**config.mk**
```make
export PLATFORM = sky130hd
export DESIGN_NAME = mouse_event_queue_flat
export DESIGN_NICKNAME = d
export VERILOG_FILES = /design/src/rtl/mouse_ev_pkg.sv /design/src/rtl/mouse_event_queue_if.sv /design/src/rtl/ev_fifo.sv /design/src/rtl/mouse_event_queue.sv /design/src/flat_wrapper.sv
export SDC_FILE = /design/constraint.sdc
export NUM_CORES = 1
export LEC_CHECK = 0
export BUFFER_PORTS_ARGS = -buffer_cell sky130_fd_sc_hd__buf_2
export CAP_MARGIN = 20
export CORE_AREA = 2 2 128 130
export CTS_CLUSTER_DIAMETER = 80
export DETAILED_ROUTE_END_ITERATION = 7
export DIE_AREA = 0 0 130 132
export GPL_TIMING_DRIVEN = 0
export PLACE_DENSITY_LB_ADDON = 0.3
export SETUP_SLACK_MARGIN = 0.5
export SLEW_MARGIN = 40
export SYNTH_ARGS = -nofsm -noshare
export SYNTH_HDL_FRONTEND = slang
export SYNTH_SLANG_ARGS = --single-unit
```
**constraint.sdc**
```tcl
create_clock -name CLOCK_50 -period 4.3 [get_ports CLOCK_50]
set_clock_uncertainty 0.1 [all_clocks]
set_input_delay 0.43 -clock CLOCK_50 [delete_from_list [all_inputs] [get_ports CLOCK_50]]
set_output_delay 0.43 -clock CLOCK_50 [all_outputs]
set_load 0.01 [all_outputs]
```
**src/rtl/mouse_ev_pkg.sv**
```systemverilog
`default_nettype none
// ============================================================================
// Module      : mouse_ev_pkg
// Description : Event encodings, queue payload and FSM states for the mouse
//               event queue.
// Revision    : 1.0 - initial release
// ============================================================================
package mouse_ev_pkg;

    // Coordinate width carried in a queued event; matches $clog2(10) bins.
    localparam int C_POS_BITS = 4;

    typedef enum logic [1:0] {
        EV_MOVE    = 2'b00,
        EV_PRESS   = 2'b01,
        EV_RELEASE = 2'b10,
        EV_DOUBLE  = 2'b11
    } ev_type_t;

    typedef enum logic [1:0] {
        BTN_LEFT   = 2'd0,
        BTN_RIGHT  = 2'd1,
        BTN_MIDDLE = 2'd2,
        BTN_NONE   = 2'd3
    } btn_id_t;

    typedef struct packed {
        ev_type_t              ev_type;
        btn_id_t               button;
        logic [C_POS_BITS-1:0] x;
        logic [C_POS_BITS-1:0] y;
    } mouse_event_t;

    localparam int C_EVENT_BITS = $bits(mouse_event_t);

    typedef enum logic [0:0] {
        ST_IDLE = 1'b0,
        ST_EMIT = 1'b1
    } fsm_state_t;

endpackage
`default_nettype wire

```
**src/rtl/mouse_event_queue_if.sv**
```systemverilog
`default_nettype none
// ============================================================================
// Module      : mouse_event_queue_if
// Description : Valid/ready event stream from the queue to its consumer.
// Revision    : 1.0 - initial release
// ============================================================================
interface mouse_event_queue_if #(
    parameter int COUNT_BITS = 4
);
    import mouse_ev_pkg::*;

    logic                  ev_valid;
    logic                  ev_ready;
    ev_type_t              ev_type;
    btn_id_t               ev_button;
    logic [C_POS_BITS-1:0] ev_x;
    logic [C_POS_BITS-1:0] ev_y;
    logic [COUNT_BITS-1:0] ev_count;

    modport master (
        output ev_valid, ev_type, ev_button, ev_x, ev_y, ev_count,
        input  ev_ready
    );

    modport slave (
        input  ev_valid, ev_type, ev_button, ev_x, ev_y, ev_count,
        output ev_ready
    );

endinterface
`default_nettype wire

```
**src/rtl/ev_fifo.sv**
```systemverilog
`default_nettype none
// ============================================================================
// Module      : ev_fifo
// Description : Synchronous first-word fall-through FIFO; a push into a full
//               FIFO is still accepted when a pop happens in the same cycle.
// Revision    : 1.0 - initial release
// ============================================================================
module ev_fifo #(
    parameter  int DEPTH     = 8,
    parameter  int DATA_BITS = 12,
    localparam int C_AW      = $clog2(DEPTH)
) (
    input  wire logic                 clk,
    input  wire logic                 rst,
    input  wire logic                 push,
    input  wire logic [DATA_BITS-1:0] din,
    output logic                      full,
    input  wire logic                 pop,
    output logic                      empty,
    output logic      [DATA_BITS-1:0] dout,
    output logic      [C_AW:0]        count
);

    logic [DATA_BITS-1:0] r_mem [DEPTH];
    logic [C_AW-1:0]      r_rd_ptr;
    logic [C_AW-1:0]      r_wr_ptr;
    logic [C_AW:0]        r_count;
    logic                 w_do_pop;
    logic                 w_do_push;

    assign empty     = (r_count == '0);
    assign full      = (r_count == (C_AW+1)'(DEPTH));
    assign count     = r_count;
    assign dout      = r_mem[r_rd_ptr];
    assign w_do_pop  = pop && !empty;
    assign w_do_push = push && (!full || w_do_pop);

    always_ff @(posedge clk) begin
        if (rst) begin
            r_rd_ptr <= '0;
            r_wr_ptr <= '0;
            r_count  <= '0;
        end else begin
            if (w_do_pop)  r_rd_ptr <= r_rd_ptr + 1'b1;
            if (w_do_push) r_wr_ptr <= r_wr_ptr + 1'b1;
            case ({w_do_push, w_do_pop})
                2'b10:   r_count <= r_count + 1'b1;
                2'b01:   r_count <= r_count - 1'b1;
                default: r_count <= r_count;
            endcase
        end
    end

    // When full, the write slot is the head being popped; dout already
    // presented the old value this cycle.
    always_ff @(posedge clk) begin
        if (w_do_push) r_mem[r_wr_ptr] <= din;
    end

endmodule
`default_nettype wire

```
**src/rtl/mouse_event_queue.sv**
```systemverilog
`default_nettype none
// ============================================================================
// Module      : mouse_event_queue
// Description : Turns mouse button/position changes into PRESS, RELEASE,
//               DOUBLE and MOVE events and queues them for the consumer.
// Revision    : 1.0 - initial release
// ============================================================================
module mouse_event_queue
    import mouse_ev_pkg::*;
#(
    parameter  int WIDTH      = 10,
    parameter  int HEIGHT     = 10,
    parameter  int FIFO_DEPTH = 8,
    parameter  int DBL_CYCLES = 15000000,
    localparam int UPPER_BITS = $clog2((WIDTH > HEIGHT) ? WIDTH : HEIGHT)
) (
    input  wire logic                  CLOCK_50,
    input  wire logic                  reset,
    input  wire logic                  button_left,
    input  wire logic                  button_right,
    input  wire logic                  button_middle,
    input  wire logic [UPPER_BITS-1:0] bin_x,
    input  wire logic [UPPER_BITS-1:0] bin_y,
    mouse_event_queue_if.master        ev,
    output logic                       overflow,
    input  wire logic                  ovf_clear
);

    localparam int C_TMR_BITS = $clog2(DBL_CYCLES + 1);
    localparam int C_CNT_BITS = $clog2(FIFO_DEPTH) + 1;

    // Button vectors are indexed by slot: 0 left, 1 right, 2 middle.
    logic [2:0]            r_in_btn,  r_ref_btn,  r_snap_btn;
    logic [UPPER_BITS-1:0] r_in_x,    r_ref_x,    r_snap_x;
    logic [UPPER_BITS-1:0] r_in_y,    r_ref_y,    r_snap_y;
    fsm_state_t            r_state,   w_state_nxt;
    logic [1:0]            r_slot,    w_slot_nxt;
    logic [C_TMR_BITS-1:0] r_dbl_tmr;
    logic                  r_overflow;
    logic                  w_snap_load;
    logic                  w_push;
    mouse_event_t          w_event;
    mouse_event_t          w_head;
    logic                  w_fifo_full;
    logic                  w_fifo_empty;
    logic                  w_pop;
    logic [C_CNT_BITS-1:0] w_fifo_count;

    always_ff @(posedge CLOCK_50) begin
        if (reset) begin
            r_in_btn <= '0;
            r_in_x   <= '0;
            r_in_y   <= '0;
        end else begin
            r_in_btn <= {button_middle, button_right, button_left};
            r_in_x   <= bin_x;
            r_in_y   <= bin_y;
        end
    end

    always_ff @(posedge CLOCK_50) begin
        if (reset) begin
            r_state <= ST_IDLE;
            r_slot  <= '0;
        end else begin
            r_state <= w_state_nxt;
            r_slot  <= w_slot_nxt;
        end
    end

    always_comb begin
        w_state_nxt     = r_state;
        w_slot_nxt      = r_slot;
        w_snap_load     = 1'b0;
        w_push          = 1'b0;
        w_event.ev_type = EV_MOVE;
        w_event.button  = BTN_NONE;
        w_event.x       = C_POS_BITS'(r_snap_x);
        w_event.y       = C_POS_BITS'(r_snap_y);
        case (r_state)
            ST_IDLE: begin
                if ({r_in_btn, r_in_x, r_in_y} != {r_ref_btn, r_ref_x, r_ref_y}) begin
                    w_snap_load = 1'b1;
                    w_slot_nxt  = 2'd0;
                    w_state_nxt = ST_EMIT;
                end
            end
            ST_EMIT: begin
                w_slot_nxt = r_slot + 2'd1;
                if (r_slot == 2'd3) begin
                    w_state_nxt = ST_IDLE;
                    w_push      = (r_snap_x != r_ref_x) || (r_snap_y != r_ref_y);
                end else if (r_snap_btn[r_slot] != r_ref_btn[r_slot]) begin
                    w_push         = 1'b1;
                    w_event.button = btn_id_t'(r_slot);
                    if (!r_snap_btn[r_slot])
                        w_event.ev_type = EV_RELEASE;
                    else if ((r_slot == 2'd0) && (r_dbl_tmr != '0))
                        w_event.ev_type = EV_DOUBLE;
                    else
                        w_event.ev_type = EV_PRESS;
                end
            end
            default: w_state_nxt = ST_IDLE;
        endcase
    end

    // The reference tracks what has been reported, even if the FIFO dropped it.
    always_ff @(posedge CLOCK_50) begin
        if (reset) begin
            r_ref_btn  <= '0;
            r_ref_x    <= '0;
            r_ref_y    <= '0;
            r_snap_btn <= '0;
            r_snap_x   <= '0;
            r_snap_y   <= '0;
        end else begin
            if (w_snap_load) begin
                r_snap_btn <= r_in_btn;
                r_snap_x   <= r_in_x;
                r_snap_y   <= r_in_y;
            end
            if (w_push) begin
                if (r_slot == 2'd3) begin
                    r_ref_x <= r_snap_x;
                    r_ref_y <= r_snap_y;
                end else begin
                    r_ref_btn[r_slot] <= r_snap_btn[r_slot];
                end
            end
        end
    end

    always_ff @(posedge CLOCK_50) begin
        if (reset) begin
            r_dbl_tmr <= '0;
        end else if (w_push && (r_slot == 2'd0) && r_snap_btn[0]) begin
            r_dbl_tmr <= (r_dbl_tmr == '0) ? C_TMR_BITS'(DBL_CYCLES) : '0;
        end else if (r_dbl_tmr != '0) begin
            r_dbl_tmr <= r_dbl_tmr - 1'b1;
        end
    end

    assign w_pop = !w_fifo_empty && ev.ev_ready;

    always_ff @(posedge CLOCK_50) begin
        if (reset)
            r_overflow <= 1'b0;
        else if (w_push && w_fifo_full && !w_pop)
            r_overflow <= 1'b1;
        else if (ovf_clear)
            r_overflow <= 1'b0;
    end

    ev_fifo #(
        .DEPTH     (FIFO_DEPTH),
        .DATA_BITS (C_EVENT_BITS)
    ) u_fifo (
        .clk   (CLOCK_50),
        .rst   (reset),
        .push  (w_push),
        .din   (w_event),
        .full  (w_fifo_full),
        .pop   (w_pop),
        .empty (w_fifo_empty),
        .dout  (w_head),
        .count (w_fifo_count)
    );

    assign ev.ev_valid  = !w_fifo_empty;
    assign ev.ev_type   = w_head.ev_type;
    assign ev.ev_button = w_head.button;
    assign ev.ev_x      = w_head.x;
    assign ev.ev_y      = w_head.y;
    assign ev.ev_count  = w_fifo_count;
    assign overflow     = r_overflow;

endmodule
`default_nettype wire

```
**src/flat_wrapper.sv**
```systemverilog
// flat-port wrapper written by rule: the top's interface ports become plain ports
module mouse_event_queue_flat import mouse_ev_pkg::*;
#(
    parameter  int WIDTH      = 10,
    parameter  int HEIGHT     = 10,
    parameter  int FIFO_DEPTH = 8,
    parameter  int DBL_CYCLES = 15000000,
    localparam int UPPER_BITS = $clog2((WIDTH > HEIGHT) ? WIDTH : HEIGHT)
)
  (CLOCK_50, reset, button_left, button_right, button_middle, bin_x, bin_y, overflow, ovf_clear, ev_ev_valid, ev_ev_type, ev_ev_button, ev_ev_x, ev_ev_y, ev_ev_count, ev_ev_ready);
  mouse_event_queue_if #(.COUNT_BITS(4)) ev_i ();
  input  wire logic CLOCK_50;
  input  wire logic reset;
  input  wire logic button_left;
  input  wire logic button_right;
  input  wire logic button_middle;
  input  wire logic [UPPER_BITS-1:0] bin_x;
  input  wire logic [UPPER_BITS-1:0] bin_y;
  output logic overflow;
  input  wire logic ovf_clear;
  output wire logic [$bits(ev_i.ev_valid)-1:0] ev_ev_valid;
  output wire logic [$bits(ev_i.ev_type)-1:0] ev_ev_type;
  output wire logic [$bits(ev_i.ev_button)-1:0] ev_ev_button;
  output wire logic [$bits(ev_i.ev_x)-1:0] ev_ev_x;
  output wire logic [$bits(ev_i.ev_y)-1:0] ev_ev_y;
  output wire logic [$bits(ev_i.ev_count)-1:0] ev_ev_count;
  input wire logic [$bits(ev_i.ev_ready)-1:0] ev_ev_ready;
  assign ev_ev_valid = ev_i.ev_valid;
  assign ev_ev_type = ev_i.ev_type;
  assign ev_ev_button = ev_i.ev_button;
  assign ev_ev_x = ev_i.ev_x;
  assign ev_ev_y = ev_i.ev_y;
  assign ev_ev_count = ev_i.ev_count;
  assign ev_i.ev_ready = ev_ev_ready;
  mouse_event_queue #(.WIDTH(WIDTH), .HEIGHT(HEIGHT), .FIFO_DEPTH(FIFO_DEPTH), .DBL_CYCLES(DBL_CYCLES)) u_core (.CLOCK_50(CLOCK_50), .reset(reset), .button_left(button_left), .button_right(button_right), .button_middle(button_middle), .bin_x(bin_x), .bin_y(bin_y), .ev(ev_i), .overflow(overflow), .ovf_clear(ovf_clear));
endmodule
```
## Word-level counts from Yosys, hierarchy flattened

Memories as Yosys holds them, arrays and structs flattened. A register that Yosys moved wholly into a read port is not among the register bits.
Cells that the tools add are included.

- Bits in registers: 71
- Memory bits (writable): 96
- Bits of input ports: 15
- Output and inout port bits: 18
- Memories kept: 1

Memory list:

| memory | depth | width | read ports | clocked after Yosys merged registers in | wr ports | line | text |
|---|---|---|---|---|---|---|---|
| u_core.u_fifo.r_mem | 8 | 12 | 1 | 1 | 1 | ev_fifo.sv:24 | `logic [DATA_BITS-1:0] r_mem [DEPTH];` |

- Add/subtract/negate cells: 6
- Order comparisons: 2
- Equality and inequality tests: 9
- Mux-type cells: 31
- Bitwise logic cells: 2
- Reduce and logical (&&, ||, !) cells: 23

Operators with widths:

| operator | number |
|---|---|
| 2-to-1 mux 24 bit | 3 |
| logical NOT 24 bit | 1 |
| nonzero test 24 bit | 1 |
| subtractor 24 x 1 -> 24 bit (second input constant) | 1 |
| 2-to-1 mux 1 bit | 13 |
| 2-to-1 mux 4 bit | 3 |
| != test 11 bit | 1 |
| logical AND 1 bit | 9 |
| != test 4 bit | 2 |
| case mux 4 bit (2 select lines) | 1 |
| adder 3 x 1 -> 3 bit (second input constant) | 2 |
| 2-to-1 mux 2 bit | 3 |
| 2-to-1 mux 3 bit | 2 |
| nonzero test 2 bit | 3 |
| adder 4 x 1 -> 4 bit (second input constant) | 1 |
| binary-select mux 1 bit (select 2 bit) | 2 |
| equality test 2 bit (second input constant) | 2 |
| equality test 4 bit (second input constant) | 1 |
| logical NOT 4 bit | 1 |
| case mux 2 bit (2 select lines) | 1 |
| AND reduction 2 bit | 2 |
| subtractor 4 x 1 -> 4 bit (second input constant) | 1 |
| bitwise mux 3 bit | 1 |
| logical NOT 1 bit | 3 |
| 11 further kinds | 13 |

## Longest topological paths before layout

Gate-level depths: netlist of the first run.

- Depth in word-level cells: 9
- Gate-level depth with buffers: 14
- Mapped depth without buffers: 13

## Modules after synthesis

Synthesis of the first run repeated with hierarchy kept, for this count alone.

- Cell total of the unflattened synthesis: 543
- Area total of the unflattened synthesis: 7335.8 um2

By module, submodules not included:

| module | times used | cells an instance | area each (um2) | sequential area each (um2) |
|---|---|---|---|---|
| ev_fifo | 1 | 223 | 4420.5 | 3143.0 |
| mouse_event_queue | 1 | 320 | 2915.3 | 1221.2 |

## Worst setup path before layout of the first run

No wires, ideal clock.

- Path kind: register to register
- From: register u_core.r_slot[0]
- To: memory u_core.u_fifo.r_mem[0][0], enable pin
- Arrival: 3.371 ns
- Required time: 3.788 ns
- Slack: 0.416 ns
- Cell stages (with the launch flop): 12
- Cells stage by stage: dfxtp_1 clkbuf_1 mux2i_1 o22ai_1 ha_1 inv_1 o21ai_0 a31oi_1 buf_2 buf_1 nand2_1 nor4_1

- Cells in the longest elaborated chain, start to end: 9
- Elaborated cells between the ends (all ways): 12
- Classes of those cells: eq/ne (2); mux (9); reduce/logical (1)

Ends and longest elaborated chain:

| item | line | text |
|---|---|---|
| from (decl) | mouse_event_queue.sv:37 | `logic [1:0] r_slot, w_slot_nxt;` |
| from (signal assigned) | mouse_event_queue.sv:67 | `r_slot <= w_slot_nxt;` |
| binary-select mux 1 bit (select 2 bit) | mouse_event_queue.sv:93 | `end else if (r_snap_btn[r_slot] != r_ref_btn[r_slot]) begin` |
| 2-to-1 mux 1 bit (not written as such) | mouse_event_queue.sv:93 |  |
| != test 1 bit | mouse_event_queue.sv:93 |  |
| 2-to-1 mux 1 bit | mouse_event_queue.sv:93 |  |
| 2-to-1 mux 1 bit * | mouse_event_queue.sv:90 | `if (r_slot == 2'd3) begin` |
| 2-to-1 mux 1 bit * | mouse_event_queue.sv:80 | `case (r_state)` |
| logical AND 1 bit * | ev_fifo.sv:36 | `assign w_do_push = push && (!full \|\| w_do_pop);` |
| 2-to-1 mux 1 bit * | ev_fifo.sv:57 | `if (w_do_push) r_mem[r_wr_ptr] <= din;` |
| 2-to-1 mux 1 bit (not written as such) * | ev_fifo.sv:57 |  |
| to (decl) | ev_fifo.sv:24 |  |

Every way passes the cells marked *; elsewhere a longest branch is shown, timed or not. The select of a mux whose other input is x is not followed.

## Final worst setup path of the first run

- From: register u_core.r_slot[0]
- To: memory u_core.u_fifo.r_mem[5][7], enable pin

The elaborated chain is that of the path after synthesis.

==> run_results.csv, run 1 <==
group,metric,value,unit
layout,layout.nets,620,
timing,fin_ws,0.557,ns
detailed_routing,drc,0,
critical_path,max_stage_delay,0.70,ns
critical_path,critPathMaxFanout,12,
critical_path,crit_start,"u_core.r_slot[0]$_SDFFE_PP0P_",
critical_path,critical_path_required,4.24,ns
logic_synthesis,syn_avg_cell_area,13.1,µm²
clock_tree,htree_levels,4,
clock_tree,clockBufferDepth,2,
floorplan,dieArea,17200,µm²
critical_path,start_kind,"flop",
critical_path,arrival,3.68,ns
clock_tree,clk_pin_slew,0.07,ns
outcome,status,"finished clean",
layout,drive_gt1_share,21.4,%
clock_tree,cts_tree,"done",
layout,antenna_cells,0,
detailed_routing,routed_wirelength,13600,µm
placed_design,place_congestion,0.858,
layout,final_cell_mix,"edfxtp_1 (96), dfxtp_1 (74), nor2_1 (54)",
floorplan,num_rows,46,
logic_synthesis,syn-num-nets,560,
critical_path,r2r_start,"u_core.r_slot[0]$_SDFFE_PP0P_",
placed_design,hpwl,9220,µm
timing,finalCritPeriodShare,87.0,%
critical_path,crit_path_top_delay_cell,"nor2_2",
pwr,pwr_density_cell,576,nW/µm²
critical_path,critPathKind,"reg2reg",
logic_synthesis,synthTopCellsByArea,"edfxtp_1 (41%), dfxtp_1 (21%), mux4_2 (7.7%)",
layout,area_growth,16.4,%
pwr,total_power,4.70,mW
logic_synthesis,synth_area,7020,µm²
global_routing,grt_start_max_net_pins,17,
layout,utilization,52.0,%
detailed_routing,drtIter0Drc,228,
placed_design,place_ws,0.217,ns
logic_synthesis,synth_area_leader_cell,"edfxtp_1",
global_routing,grt_overflow,0,
floorplan,fp.dieH,132,µm
logic_synthesis,yosysSeqAreaShare,62.2,%
global_routing,grt_antenna_before_repair,0,
logic_synthesis,ys_types,45,
logic_synthesis,yosys_warnings,0,
logic_synthesis,synthArstFlopShare,0,%
timing,clock.fmax,0.267,GHz
critical_path,cp-end-kind,"flop",
timing,finalCriticalPeriod,3.74,ns
floorplan,io_pins,33,
detailed_routing,viasPerCell,5.20,
placed_design,port_buffers,31,
detailed_routing,drtAntennaViolNets,0,
floorplan,core,15700,µm²
layout,finish.instance_area,8170,µm²
timing,rsz0062_at_grt,"true",
timing,finalMaxSlewViolations,0,
detailed_routing,wl_per_cell,16.5,µm
global_routing,grt_pass1_wl,21500,µm
job,cap_violations,0,
critical_path,crit_chain,"clkbuf_1 -> mux2i_1 -> o22ai_2 -> ha_1 -> inv_1 -> o21ai_0 -> a31oi_1 -> buf_2 -> and2_1 -> nand2_1 -> nor2_2",
floorplan,die_w,130,µm
timing,finalHoldViolations,0,
global_routing,grt_pass1_vias,4142,
hold_path,hold_path_startpoint,"bin_x[2]",
logic_synthesis,netlist_instances,535,
pwr,leakagePower,2.87,nW
logic_synthesis,synth.top_cell.area_share,41.1,%
timing,worst_pin_slew,0.806,ns
logic_synthesis,synth-edff-count,96,
logic_synthesis,ys.flop_type,"edfxtp_1",
clock_tree,cts_num_sinks,170,
timing,slew_headroom,46.2,%
floorplan,initial_core_util,44.7,%
detailed_routing,drt_pass1_iterations,5,
pwr,ir_drop,0.000355,V
placed_design,post_dp_cell_area,7550,µm²
logic_synthesis,ys_ff_latch,170,
clock_tree,clockRootBuffer,"clkbuf_16",
global_routing,track_usage,16.5,%
clock_tree,numCtsBuffers,17,
hold_path,hold_path_class,"in2reg",
detailed_routing,num_vias,4288,
layout,final_common_cell,"edfxtp_1",
clock_tree,clk_latency,0.43,ns
timing,setup_viol,0,
==> through the flow <==
stage          cells  TNS, ns  hold WS [ns]
3_5_place_dp     791        0         0.376
4_1_cts          824        0        0.0988
6_report         824        0        0.0990
5_1_grt          824        0         0.106
2_1_floorplan    535        0         0.344
3_3_place_gp     782   -28.57         0.359
==> flip-flops by register name, indices dropped and copies added, names as in the netlist, 4 cells and up, named ones only <==
| signal | flops |
|---|---|
| u_core.r_in_y | 4 |
| u_core.r_ref_y | 4 |
| u_core.r_snap_y | 4 |
| u_core.u_fifo.count | 4 |
| u_core.r_snap_x | 4 |
| u_core.r_ref_x | 4 |
| u_core.r_dbl_tmr | 24 |
| u_core.u_fifo.r_mem | 96 |
| u_core.r_in_x | 4 |
==> metal layers <==
metal / track usage, % / routed length (µm) / share of wire [%] / vias to the layer above
li1: - / - / - / 2085
met1: 21.6 / 6290 / 46 / 2108
met2: 26.8 / 6780 / 50 / 85
met3: 3.81 / 440 / 3.2 / 10
met4: 5.62 / 129 / 0.95 / 0
met5: 0 / 0 / 0 / -
==> final timing paths <==
kind                                               to  slack (ns)  cells after the start
setup / recovery  u_core.u_fifo.r_mem[5][7]$_DFFE_PP_        0.56                     11
hold / removal            u_core.r_in_x[2]$_SDFF_PP0_         0.1                      2
setup reg to reg  u_core.u_fifo.r_mem[5][7]$_DFFE_PP_        0.56                     11
hold reg to reg      u_core.r_dbl_tmr[4]$_SDFFE_PP0P_        0.38                      2
==> Yosys cell counts (2+ instances only) <==
library cell	count
o22ai_1	2
nand3b_1	3
buf_2	5
clkbuf_1	15
nand2_1	37
ha_1	10
and2_1	2
nor3b_1	3
nor2b_1	14
mux2_2	13
o21ai_0	7
nor2_1	57
nand3_1	18
mux2i_1	19
nor4_1	3
nand2b_1	6
or3_1	5
xnor2_1	20
a31oi_1	3
nand4_1	4
edfxtp_1	96
or4_1	2
xor2_1	15
nor3_1	16
a21oi_1	29
buf_1	3
mux4_2	24
a211oi_1	5
inv_1	6
and3_1	3
and3b_1	3
dfxtp_1	74
==> what timing repair did <==
action | CTS | global route
gates resized for setup | 1 | 5
hold buffers | 0 | 0
pin swaps | 1 | 0
endpoints found under the setup margin | 42 | 78
setup buffers | 1 | 0
==> area by class of cell <==
| class | count | area (µm²) |
|---|---|---|
| inverter | 6 | 22.5 |
| clock inverter | 14 | 148 |
| fill | 1340 | 7540 |
| tap | 216 | 270 |
| timing repair buffer | 41 | 223 |
| buffer | 23 | 93.8 |
| clock buffer | 18 | 429 |
| sequential | 170 | 4360 |
| multi-input combinational | 336 | 2620 |
==> power breakdown <==
part | leakage, nW | internal [mW] | switching, mW
clock | 0.272 | 0.857 | 0.631
combinational | 1.12 | 0.573 | 0.660
sequential | 1.48 | 1.85 | 0.135
==> critical path: cells and delay by family (launching register included) <==
family,cells,cell delay [ns]
flops,1,0.38
fa+ha+maj,1,0.35
buf+inv,3,0.65
simple gates,3,1.11
mux,1,0.27
compound gates,3,0.49
==> cell families (layout without fill, tap and decap cells) <==
logic type      after synthesis  after routing  share of synthesized area (%)
simple gates                185            185                           13.5
flops                       170            170                           62.2
mux                          56             56                           12.5
compound gates               50             50                           4.01
xor+xnor                     35             35                           4.37
buf+inv                      29            102                           1.64
fa+ha+maj                    10             10                           1.78
(Power assumes the default switching activity.)
==> run 2: changes to the inputs <==
--- a/config.mk
+++ b/config.mk
@@ -7,10 +7,10 @@
 export LEC_CHECK = 0
 export BUFFER_PORTS_ARGS = -buffer_cell sky130_fd_sc_hd__buf_2
 export CAP_MARGIN = 20
-export CORE_AREA = 2 2 128 130
+export CORE_AREA = 2 2 122 124
 export CTS_CLUSTER_DIAMETER = 80
 export DETAILED_ROUTE_END_ITERATION = 7
-export DIE_AREA = 0 0 130 132
+export DIE_AREA = 0 0 124 126
 export GPL_TIMING_DRIVEN = 0
 export PLACE_DENSITY_LB_ADDON = 0.3
 export SETUP_SLACK_MARGIN = 0.5
==> run 2 against run 1 <==
- sequential share of layout area increased by 0.082 points
- design area fell by 0.15%
- flip-flop and latch count is the same
- utilization is 5.0 points higher
- clock-buffer cell count increased by 1
- largest cell class unchanged
- highest routed layer unchanged
- cell count is 3.9% lower
==> run_results.csv, run 2 (synthesis results as in run 1) <==
group,metric,value,unit
timing,rsz0062_at_grt,"true",
critical_path,critical_path_required,4.25,ns
floorplan,initial_core_util,49.0,%
placed_design,hpwl,9620,µm
layout,area_growth,16.2,%
pwr,p_seq_share,41.0,%
critical_path,cp_top_family,"simple AND/OR/NAND/NOR gates",
floorplan,dieArea,15600,µm²
outcome,status,"finished clean",
detailed_routing,drtIter0Drc,374,
detailed_routing,drt_pass1_iterations,5,
detailed_routing,drtAntennaViolNets,0,
global_routing,grt_overflow,0,
timing,clock.fmax,0.279,GHz
floorplan,io_pins,33,
clock_tree,numCtsBuffers,17,
placed_design,port_buffers,31,
detailed_routing,routed_wirelength,14200,µm
critical_path,critPathKind,"reg2reg",
timing,fin_ws,0.716,ns
floorplan,core,14300,µm²
detailed_routing,viasPerCell,5.47,
critical_path,cp-end-kind,"flop",
hold_path,hold_path_class,"in2reg",
critical_path,cp_num_buf_inv,3,
layout,utilization,57.0,%
critical_path,crit_chain,"clkbuf_2 -> mux2i_1 -> o22ai_2 -> ha_1 -> inv_1 -> o21ai_0 -> a31oi_1 -> clkbuf_4 -> and2_1 -> nand2_1 -> nor2_2",
layout,final_common_cell,"edfxtp_1",
timing,setup_viol,0,
timing,finalCriticalPeriod,3.58,ns
pwr,combPwrFrac,25.7,%
layout,layout.nets,620,
layout,antenna_cells,0,
clock_tree,cts_hold_buf,0,
critical_path,max_stage_delay,0.64,ns
pwr,p_int,3.40,mW
critical_path,crit_path_top_delay_cell,"nor2_2",
layout,reg_top3,"u_core.u_fifo.r_mem x96, u_core.r_dbl_tmr x24",
global_routing,grt_pass1_wl,22600,µm
pwr,ir_drop,0.000345,V
timing,finalCritPeriodShare,83.4,%
pwr,power_switching,1.44,mW
global_routing,grt_pass1_vias,4382,
clock_tree,cts_num_sinks,170,
floorplan,num_rows,44,
placed_design,place_congestion,0.849,
timing,finalMaxSlewViolations,0,
layout,largest_reg_flops,96,
job,cap_violations,0,
floorplan,die_w,124,µm
floorplan,fp.dieH,126,µm
clock_tree,htree_levels,4,
pwr,p_clk_share,33.3,%
pwr,leakagePower,2.90,nW
detailed_routing,num_vias,4335,
detailed_routing,wl_per_cell,17.9,µm
layout,drive_gt1_share,21.5,%
layout,final_cell_mix,"edfxtp_1 (96), dfxtp_1 (74), nor2_1 (54)",
clock_tree,clockRootBuffer,"clkbuf_16",
critical_path,arrival,3.53,ns
critical_path,start_kind,"flop",
clock_tree,clk_pin_slew,0.06,ns
placed_design,place_ws,0.155,ns
detailed_routing,drc,0,
layout,top_register,"u_core.u_fifo.r_mem",
global_routing,track_usage,19.4,%
pwr,p_sw_share,29.7,%
critical_path,critPathMaxFanout,12,
pwr,pwr_density_cell,594,nW/µm²
timing,finalHoldViolations,0,
timing,worst_pin_slew,0.770,ns
clock_tree,cts_tree,"done",
clock_tree,clk_latency,0.42,ns
timing,slew_headroom,48.6,%
global_routing,grt_antenna_before_repair,0,
global_routing,grt_start_max_net_pins,17,
clock_tree,clockBufferDepth,2,
==> run 2: cell types whose count changed in the layout (fill, tap and decap cells not counted), moves of 3 or more <==
| cell | before | now |
|---|---|---|
| buf_2 | 40 | 44 |
| nor3_2 | 1 | 4 |
| nor3_4 | 4 | 1 |
| buf_4 | 7 | 1 |
==> run 2: layer usage <==
layer  vias up  part of all wire (%)  track usage [%]
met5         -                     0                0
met2       103                    49             31.6
li1       2083                     -                -
met3        20                   4.7             5.07
met4         0                   1.7             6.74
met1      2129                    45             25.3
==> run 2: final timing paths <==
path                                                         from                                  end  slack, ns  depth (start not counted)
worst max register to register      u_core.r_slot[0]$_SDFFE_PP0P_  u_core.u_fifo.r_mem[7][8]$_DFFE_PP_       0.72                         11
worst min register to register  u_core.r_dbl_tmr[19]$_SDFFE_PP0P_    u_core.r_dbl_tmr[19]$_SDFFE_PP0P_       0.38                          2
worst max-delay path                u_core.r_slot[0]$_SDFFE_PP0P_  u_core.u_fifo.r_mem[7][8]$_DFFE_PP_       0.72                         11
worst min-delay path                                 button_right        u_core.r_in_btn[1]$_SDFF_PP0_       0.11                          2
==> run 2: worst reg2reg max path: stages, from the launching register on <==
cell,delay [ns]
dfxtp_1,0.37
clkbuf_2,0.20
mux2i_1,0.23
o22ai_2,0.14
ha_1,0.35
inv_1,0.06
o21ai_0,0.07
a31oi_1,0.30
clkbuf_4,0.30
and2_1,0.23
nand2_1,0.20
nor2_2,0.64
==> run 2: area by class of cell <==
type	count	area [µm²]
Tap cell	184	230
Inverter	6	22.5
Fill cell	1173	6160
Sequential cell	170	4360
Buffer	23	97.6
Timing Repair Buffer	41	214
Multi-Input combinational cell	336	2600
Clock buffer	19	433
Clock inverter	13	193
==> run 2: repair_timing <==
| item | CTS | global route |
|---|---|---|
| setup endpoints to repair | 60 | 75 |
| setup buffers | 1 | 0 |
| gates resized for setup | 2 | 4 |
| pin swaps | 1 | 0 |
==> run 2: power groups by stage <==
| stage | Sequential, mW | Clock, mW | Combinational [mW] |
|---|---|---|---|
| finish | 1.98 | 1.62 | 1.24 |
| global route | 2.00 | 1.71 | 1.39 |
| CTS | 1.98 | 1.64 | 1.25 |
| detailed placement | 2.02 | 0 | 1.23 |
| global placement | 2.00 | 0 | 1.20 |
| floorplan | 1.99 | 0 | 0.966 |
==> run 2: stage by stage <==
| stage | instance area (µm²) | TNS (ns) | hold WS [ns] | cells | power, mW |
|---|---|---|---|---|---|
| floorplan | 7020 | 0 | 0.344 | 535 | 2.95 |
| CTS | 8140 | 0 | 0.0975 | 792 | 4.87 |
| detailed placement | 7500 | 0 | 0.375 | 759 | 3.25 |
| global route | 8160 | 0 | 0.114 | 792 | 5.10 |
| global placement | 7410 | -30.32 | 0.362 | 750 | 3.20 |
| finish | 8160 | 0 | 0.112 | 792 | 4.84 |
